### src/rtl/mac_tx_arbiter.sv
// mac_tx_arbiter: frame-granular round-robin share of the MAC TX stream
// between ARP, ICMP and UDP builders, with inter-frame gap and stall abort.
module mac_tx_arbiter #(
    parameter int unsigned IFG_CYCLES = 12,
    parameter int unsigned TIMEOUT    = 1024
) (
    input  logic        tx_mac_aclk,
    input  logic        tx_mac_resetn,
    input  logic [23:0] s_axis_tdata,
    input  logic [2:0]  s_axis_tvalid,
    input  logic [2:0]  s_axis_tlast,
    output logic [2:0]  s_axis_tready,
    output logic [7:0]  m_axis_tdata,
    output logic        m_axis_tvalid,
    output logic        m_axis_tlast,
    output logic        m_axis_tuser,
    input  logic        m_axis_tready,
    output logic [1:0]  grant,
    output logic        frame_abort
);

    typedef enum logic [2:0] {
        IDLE,
        PASS,
        ABORT,
        DRAIN,
        GAP
    } state_t;

    localparam logic [15:0] TO_LAST =
        (TIMEOUT == 0) ? 16'd0 : 16'(TIMEOUT - 1);
    localparam logic [15:0] GAP_LAST =
        (IFG_CYCLES == 0) ? 16'd0 : 16'(IFG_CYCLES - 1);
    localparam bit HAS_TO = (TIMEOUT != 0);
    localparam state_t AFTER_FRAME = (IFG_CYCLES == 0) ? IDLE : GAP;

    state_t      state;
    logic [1:0]  rr;
    logic [15:0] to_cnt;
    logic [15:0] gap_cnt;
    logic [1:0]  pick;
    logic [2:0]  sel;
    logic [7:0]  src_data;
    logic        src_valid;
    logic        src_last;

    function automatic logic [1:0] inc3(input logic [1:0] v);
        return (v == 2'd2) ? 2'd0 : v + 2'd1;
    endfunction

    // first requester searching rr, rr+1, rr+2 (mod 3)
    always_comb begin
        pick = rr;
        if (!s_axis_tvalid[rr]) begin
            pick = inc3(rr);
            if (!s_axis_tvalid[inc3(rr)]) begin
                pick = inc3(inc3(rr));
            end
        end
    end

    always_comb begin
        sel      = 3'b000;
        src_data = 8'h00;
        case (grant)
            2'd0: begin
                sel      = 3'b001;
                src_data = s_axis_tdata[7:0];
            end
            2'd1: begin
                sel      = 3'b010;
                src_data = s_axis_tdata[15:8];
            end
            2'd2: begin
                sel      = 3'b100;
                src_data = s_axis_tdata[23:16];
            end
            default: ;
        endcase
    end

    assign src_valid = |(s_axis_tvalid & sel);
    assign src_last  = |(s_axis_tlast & sel);

    always_comb begin
        s_axis_tready = 3'b000;
        m_axis_tdata  = 8'h00;
        m_axis_tvalid = 1'b0;
        m_axis_tlast  = 1'b0;
        m_axis_tuser  = 1'b0;
        frame_abort   = 1'b0;
        unique case (state)
            PASS: begin
                s_axis_tready = sel & {3{m_axis_tready}};
                m_axis_tdata  = src_data;
                m_axis_tvalid = src_valid;
                m_axis_tlast  = src_last;
            end
            ABORT: begin
                m_axis_tvalid = 1'b1;
                m_axis_tlast  = 1'b1;
                m_axis_tuser  = 1'b1;
                frame_abort   = m_axis_tready;
            end
            DRAIN: s_axis_tready = sel;
            default: ;
        endcase
    end

    always_ff @(posedge tx_mac_aclk) begin
        if (!tx_mac_resetn) begin
            state   <= IDLE;
            rr      <= 2'd0;
            grant   <= 2'd3;
            to_cnt  <= 16'd0;
            gap_cnt <= 16'd0;
        end else begin
            unique case (state)
                IDLE: begin
                    if (|s_axis_tvalid) begin
                        grant  <= pick;
                        to_cnt <= 16'd0;
                        state  <= PASS;
                    end
                end
                PASS: begin
                    if (src_valid) begin
                        to_cnt <= 16'd0;
                        if (m_axis_tready && src_last) begin
                            rr      <= inc3(grant);
                            grant   <= 2'd3;
                            gap_cnt <= 16'd0;
                            state   <= AFTER_FRAME;
                        end
                    end else begin
                        to_cnt <= to_cnt + 16'd1;
                        // the increment that reaches TIMEOUT moves to ABORT
                        if (HAS_TO && to_cnt == TO_LAST) begin
                            state <= ABORT;
                        end
                    end
                end
                ABORT: begin
                    if (m_axis_tready) begin
                        rr    <= inc3(grant);
                        state <= DRAIN;
                    end
                end
                DRAIN: begin
                    if (src_valid && src_last) begin
                        grant   <= 2'd3;
                        gap_cnt <= 16'd0;
                        state   <= AFTER_FRAME;
                    end
                end
                GAP: begin
                    if (gap_cnt == GAP_LAST) begin
                        state <= IDLE;
                    end else begin
                        gap_cnt <= gap_cnt + 16'd1;
                    end
                end
                default: state <= IDLE;
            endcase
        end
    end

endmodule

### config.mk
export PLATFORM = sky130hd
export DESIGN_NAME = mac_tx_arbiter
export DESIGN_NICKNAME = d
export VERILOG_FILES = /design/src/rtl/mac_tx_arbiter.sv
export SDC_FILE = /design/constraint.sdc
export NUM_CORES = 1
export LEC_CHECK = 0
export BUFFER_PORTS_ARGS = -buffer_cell sky130_fd_sc_hd__buf_2
export CAP_MARGIN = 25
export CORE_MARGIN = 3
export CORE_UTILIZATION = 45
export DETAILED_ROUTE_END_ITERATION = 8
export PLACE_DENSITY = 0.74
export SYNTH_ARGS = -nofsm -noshare
export SYNTH_HDL_FRONTEND = slang
export SYNTH_SLANG_ARGS = --single-unit
### constraint.sdc
create_clock -name tx_mac_aclk -period 2.6 [get_ports tx_mac_aclk]
set_input_delay 0.52 -clock tx_mac_aclk [delete_from_list [all_inputs] [get_ports tx_mac_aclk]]
set_output_delay 0.52 -clock tx_mac_aclk [all_outputs]
set_load 0.02 [all_outputs]
=== Word-level counts from Yosys, hierarchy flattened ===
Index checks and enable logic that the tools add are counted.

* ROM bits: 0
* Memories kept: 0
* Bits in writable memories: 0
* Flip-flop bits (word level): 39
* Word-level logic and storage cells: 92
* Output and inout port bits: 17
* Latch bits: 0
* Input port bits: 33

* Equality and inequality tests: 19
* Magnitude comparators: 2
* Bitwise logic cells: 3
* Shift-type cells: 0
* Reductions and logical operators: 16
* Multiplexer cells: 42
* $add $sub $neg: 5
* Divide/modulo/power cells: 0
* $mul: 0

{| class="wikitable"
|+ Operators by type and width
! kind !! count
|-
| 16-bit two-way mux || 6
|-
| 16-bit case mux with 3 select lines || 1
|-
| 16-bit by 1-bit adder with 16-bit output, second input constant || 2
|-
| 16-bit case mux with 2 select lines || 1
|-
| 2-bit two-way mux || 12
|-
| 8-bit case mux with 3 select lines || 1
|-
| 3-bit two-way mux || 7
|-
| 16-bit by 10-bit == test with 1-bit output, second input constant || 1
|-
| 16-bit by 4-bit == test with 1-bit output, second input constant || 1
|-
| 3-bit case mux with 5 select lines || 1
|-
| 2-bit != test, second input constant || 7
|-
| 5-bit AND reduction || 2
|-
| 3-bit AND || 3
|-
| 3-bit case mux with 3 select lines || 1
|-
| 3-bit OR reduction || 3
|-
| 8-bit two-way mux || 1
|-
| 2-bit by 1-bit adder with 2-bit output, second input constant || 3
|-
| 2-bit == test, second input constant || 3
|-
| 3-bit by 2-bit == test with 1-bit output, second input constant || 2
|-
| 2-bit by 3-bit less-than comparator with 1-bit output, second input constant || 2
|-
| 3-bit != test, second input constant || 2
|-
| 2-bit case mux with 3 select lines || 1
|-
| 3-bit case mux with 2 select lines || 1
|-
| 6-bit AND reduction || 1
|-
| other kinds (14) || 22
|}

=== Depth between registers and ports, before layout ===
* Depth in word-level cells: 8
* Gate-level depth with buffers: 7

=== Worst setup path before layout ===
Ideal clock, no wire load.

* Path kind: reg-to-output
* From: reg grant[1]
* To: out s_axis_tready[2]
* Slack: 0.493 ns
* Arrival time: 1.587 ns
* Stages on the path, launching flop included: 4
* Path through: dfxtp_1 buf_4 clkbuf_1 nor3b_1

* Cells in the longest elaborated chain, start to end: 4

{| class="wikitable"
|+ Ends and longest elaborated chain
! item !! line !! RTL
|-
| start: declaration || 18 || <nowiki>output logic [1:0] grant,</nowiki>
|-
| start signal: assignment || 121 || <nowiki>grant <= pick;</nowiki>
|-
| 2-bit == test, or another cell as far along || 65 || <nowiki>case (grant)</nowiki>
|-
| 3-bit case mux with 3 select lines * || 65 ||
|-
| 3-bit AND || 94 || <nowiki>s_axis_tready = sel & {3{m_axis_tready}};</nowiki>
|-
| 3-bit case mux with 2 select lines * || 92 || <nowiki>unique case (state)</nowiki>
|-
| end: declaration || 12 || <nowiki>output logic [2:0] s_axis_tready,</nowiki>
|}

Every way passes the cells marked *; elsewhere a longest branch is shown, timed or not.

=== Worst setup path in the final report ===
* From: reg grant[1]
* To: out m_axis_tvalid

* Cells in the longest elaborated chain, start to end: 5

{| class="wikitable"
|+ Ends and longest elaborated chain
! item !! line !! RTL
|-
| 2-bit == test, or another cell as far along || 65 ||
|-
| 3-bit case mux with 3 select lines * || 65 ||
|-
| 3-bit AND * || 82 || <nowiki>assign src_valid = |(s_axis_tvalid & sel);</nowiki>
|-
| 3-bit OR reduction * || 82 ||
|-
| 1-bit case mux with 2 select lines * || 92 ||
|-
| end: declaration || 14 || <nowiki>output logic m_axis_tvalid,</nowiki>
|}

Marks and branches as above.

==> metrics.yaml <==
clocking:
  clk_pin_slew_ns: 0.08
  cts_tree: "built"
  insertion_delay_ns: 0.29
  postCtsHoldBufs: 0
  clock_sinks: 39
  cts_root_buf: "clkbuf_8"
  h-tree-depth: 2
  cts_resized: 0
  cts_buffers: 5
  cts_setup_buffers: 0
  clk_path_buf_depth: 2
worst_setup_path:
  r2r_slack_ns: 0.46
  rr_worst_depth: 5
  cp.arrival_ns: 1.83
  cp_cell_sequence: "mux2i_1 > o21ai_2 > a21oi_1 > inv_1 > buf_2"
  crit_cells: 5
  rr_startpoint: "state[0]"
  crit_fanout: 8
  startpoint: "grant[1]"
  crit_buf_inv: 2
  crit_type: "flip-flop to output pin"
  endpoint: "m_axis_tvalid"
  end_kind: "output pin"
  critPathLaunchType: "flip-flop"
  crit_path_max_incr_delay_ns: 0.51
  slowest_stage: "dfxtp_1"
  cp_top_family: "flip-flops"
  r2r_end: "to_cnt[14]"
  cp_data_required_time_ns: 2.08
floorplan:
  start_util_pct: 47.87
  boundaryPins: 50
  die_y_um: 78.05
  rows: 25
  die-area_um2: 6092
  die_x_um: 78.05
  core_region_area_um2: 4880
sta:
  finalHoldViolCount: 0
  timing.slew.headroom_pct: 35.45
  setup_viol_count_final: 0
  finClkSkew_ns: 0.004816
  final.setup.tns_ns: 0
  rsz0062_at_grt: "no"
  worst_pin_slew_ns: 0.9640
  fmax_mhz: 426.3
  fin_crit_sh_pct: 90.23
  period_minus_slack_ns: 2.346
  setup_slack_ns: 0.2540
  slew_violations: 0
synth:
  synth_ff_type: "dfxtp_1"
  syn_nets: 334
  synth_common_cells: "nor2_1 (41), dfxtp_1 (39), a21oi_1 (30), nand3_1 (20), nand2_1 (19)"
  yosysWarnings: 0
  synthTopCellsByArea: "dfxtp_1 (33%), nor2_1 (6.6%), a21oi_1 (6.4%)"
  yosysTopAreaCell: "dfxtp_1"
  synth_top_area_share_pct: 33.42
  synth_cell_types: 57
  yosysMostFrequentCell: "nor2_1"
  synth_edf_count: 0
  async_reset_ff_share_pct: 0
  ys_ff_latch: 39
  avgSynthCellArea_um2: 7.813
  syn-cell-area_um2: 2336
  synth_cells: 299
  yosysSeqAreaShare_pct: 33.42
global_route:
  grt_use_total_pct: 18.03
  antenna_found_initial: 0
  grt_pass1_vias: 2053
  overflow: 0
  grt_start_max_net_pins: 23
  grt_first_pass_wirelength_mm: 9.177
routing:
  via_per_inst: 5.637
  drtIter0Drc: 101
  dr.pass1.iters: 4
  routedWlPerCell_um: 12.93
  drcViolationCount: 0
  vias: 2328
  drtAntennaViolNets: 0
  finalWirelength_mm: 5.342
final_layout:
  final_nets: 380
  antenna_cells: 0
  utilization_pct: 55.69
  syn_to_final_growth_pct: 16.34
  n_fill_cell: 486
  drive_gt1_share_pct: 20.81
power_and_ir_drop:
  p_leak_nw: 1.075
  power.density_nw_per_um2: 437.5
  ir_worst_vdd_uv: 261.0
placement:
  hpwl_mm: 3.898
  routabilityCongestion: 0.7864
  pre_cts_ws_ns: 0.4689
  port-buffer-count: 49
min_path:
  min_path_type: "flip-flop to flip-flop"
  hp-start: "to_cnt[12]"
job:
  maxCapViolations: 0
status:
  status: "completed"
through the flow:
step	hold WS [ns]	power, mW	area, um2	instances
global placement	0.4688	0.7974	2633	405
floorplan	0.4521	0.7444	2336	299
CTS	0.4948	1.201	2718	413
finish	0.4928	1.189	2718	413
global route	0.5154	1.244	2718	413
detailed placement	0.4841	0.8008	2633	405
state kept, by name, summed over array words and instances (netlist names):
register  cells
to_cnt       16
gap_cnt      16
grant         2
state         3
rr            2
logic make-up after synthesis:
| kind of cell | synth area share (%) |
|---|---|
| and+or+nand+nor | 33.00 |
| AOI/OAI and AO/OA | 20.68 |
| DFF | 33.42 |
| buffers and inverters | 3.160 |
| muxes | 5.678 |
| xor gates and xnor gates | 3.000 |
| adders and majority gates | 1.071 |
routing by layer:
layer	track usage, %	share of wire (%)	vias to the layer above
li1	-	-	1216
met2	30.99	48	38
met1	23.35	47	1067
met4	4.720	1.1	0
met5	0	0	-
met3	3.096	3.7	7
final cells by class:
class	instances	area, um2	share of cell area (%)
multi-input cells	243	1481	54.51
flip-flops and latches	39	780.7	28.73
repair buffers	53	275.3	10.13
well taps	67	83.83	3.085
clock buffers	6	72.57	2.670
clock inverters	2	12.51	0.4604
inverters	3	11.26	0.4144
report_power, final:
group / switching (mW) / internal [mW]
Clock: 0.215 / 0.187
Sequential: 0.0123 / 0.603
Combinational: 0.102 / 0.0682
Total: 0.330 / 0.859
cells in the final DEF, fill, tap and decap left out, types with 6 or more instances in the layout:
| master | count |
|---|---|
| nand2_1 | 19 |
| nor3_1 | 12 |
| a311oi_1 | 8 |
| buf_2 | 49 |
| a21oi_1 | 30 |
| a31oi_1 | 6 |
| dfxtp_1 | 39 |
| nand3_1 | 20 |
| nor2_1 | 41 |
| o21ai_0 | 16 |
| mux2i_1 | 11 |
| or3_1 | 8 |
worst min-delay path by stage:
stage,endpoint,slack [ns],cells past startpoint
after global placement,to_cnt[9],0.47,1
final,to_cnt[12],0.49,1
after detailed placement,to_cnt[12],0.48,1
after floorplan,to_cnt[9],0.45,1
after global routing,state[1],0.52,2
after CTS,to_cnt[12],0.49,1
(Power assumes the default switching activity.)
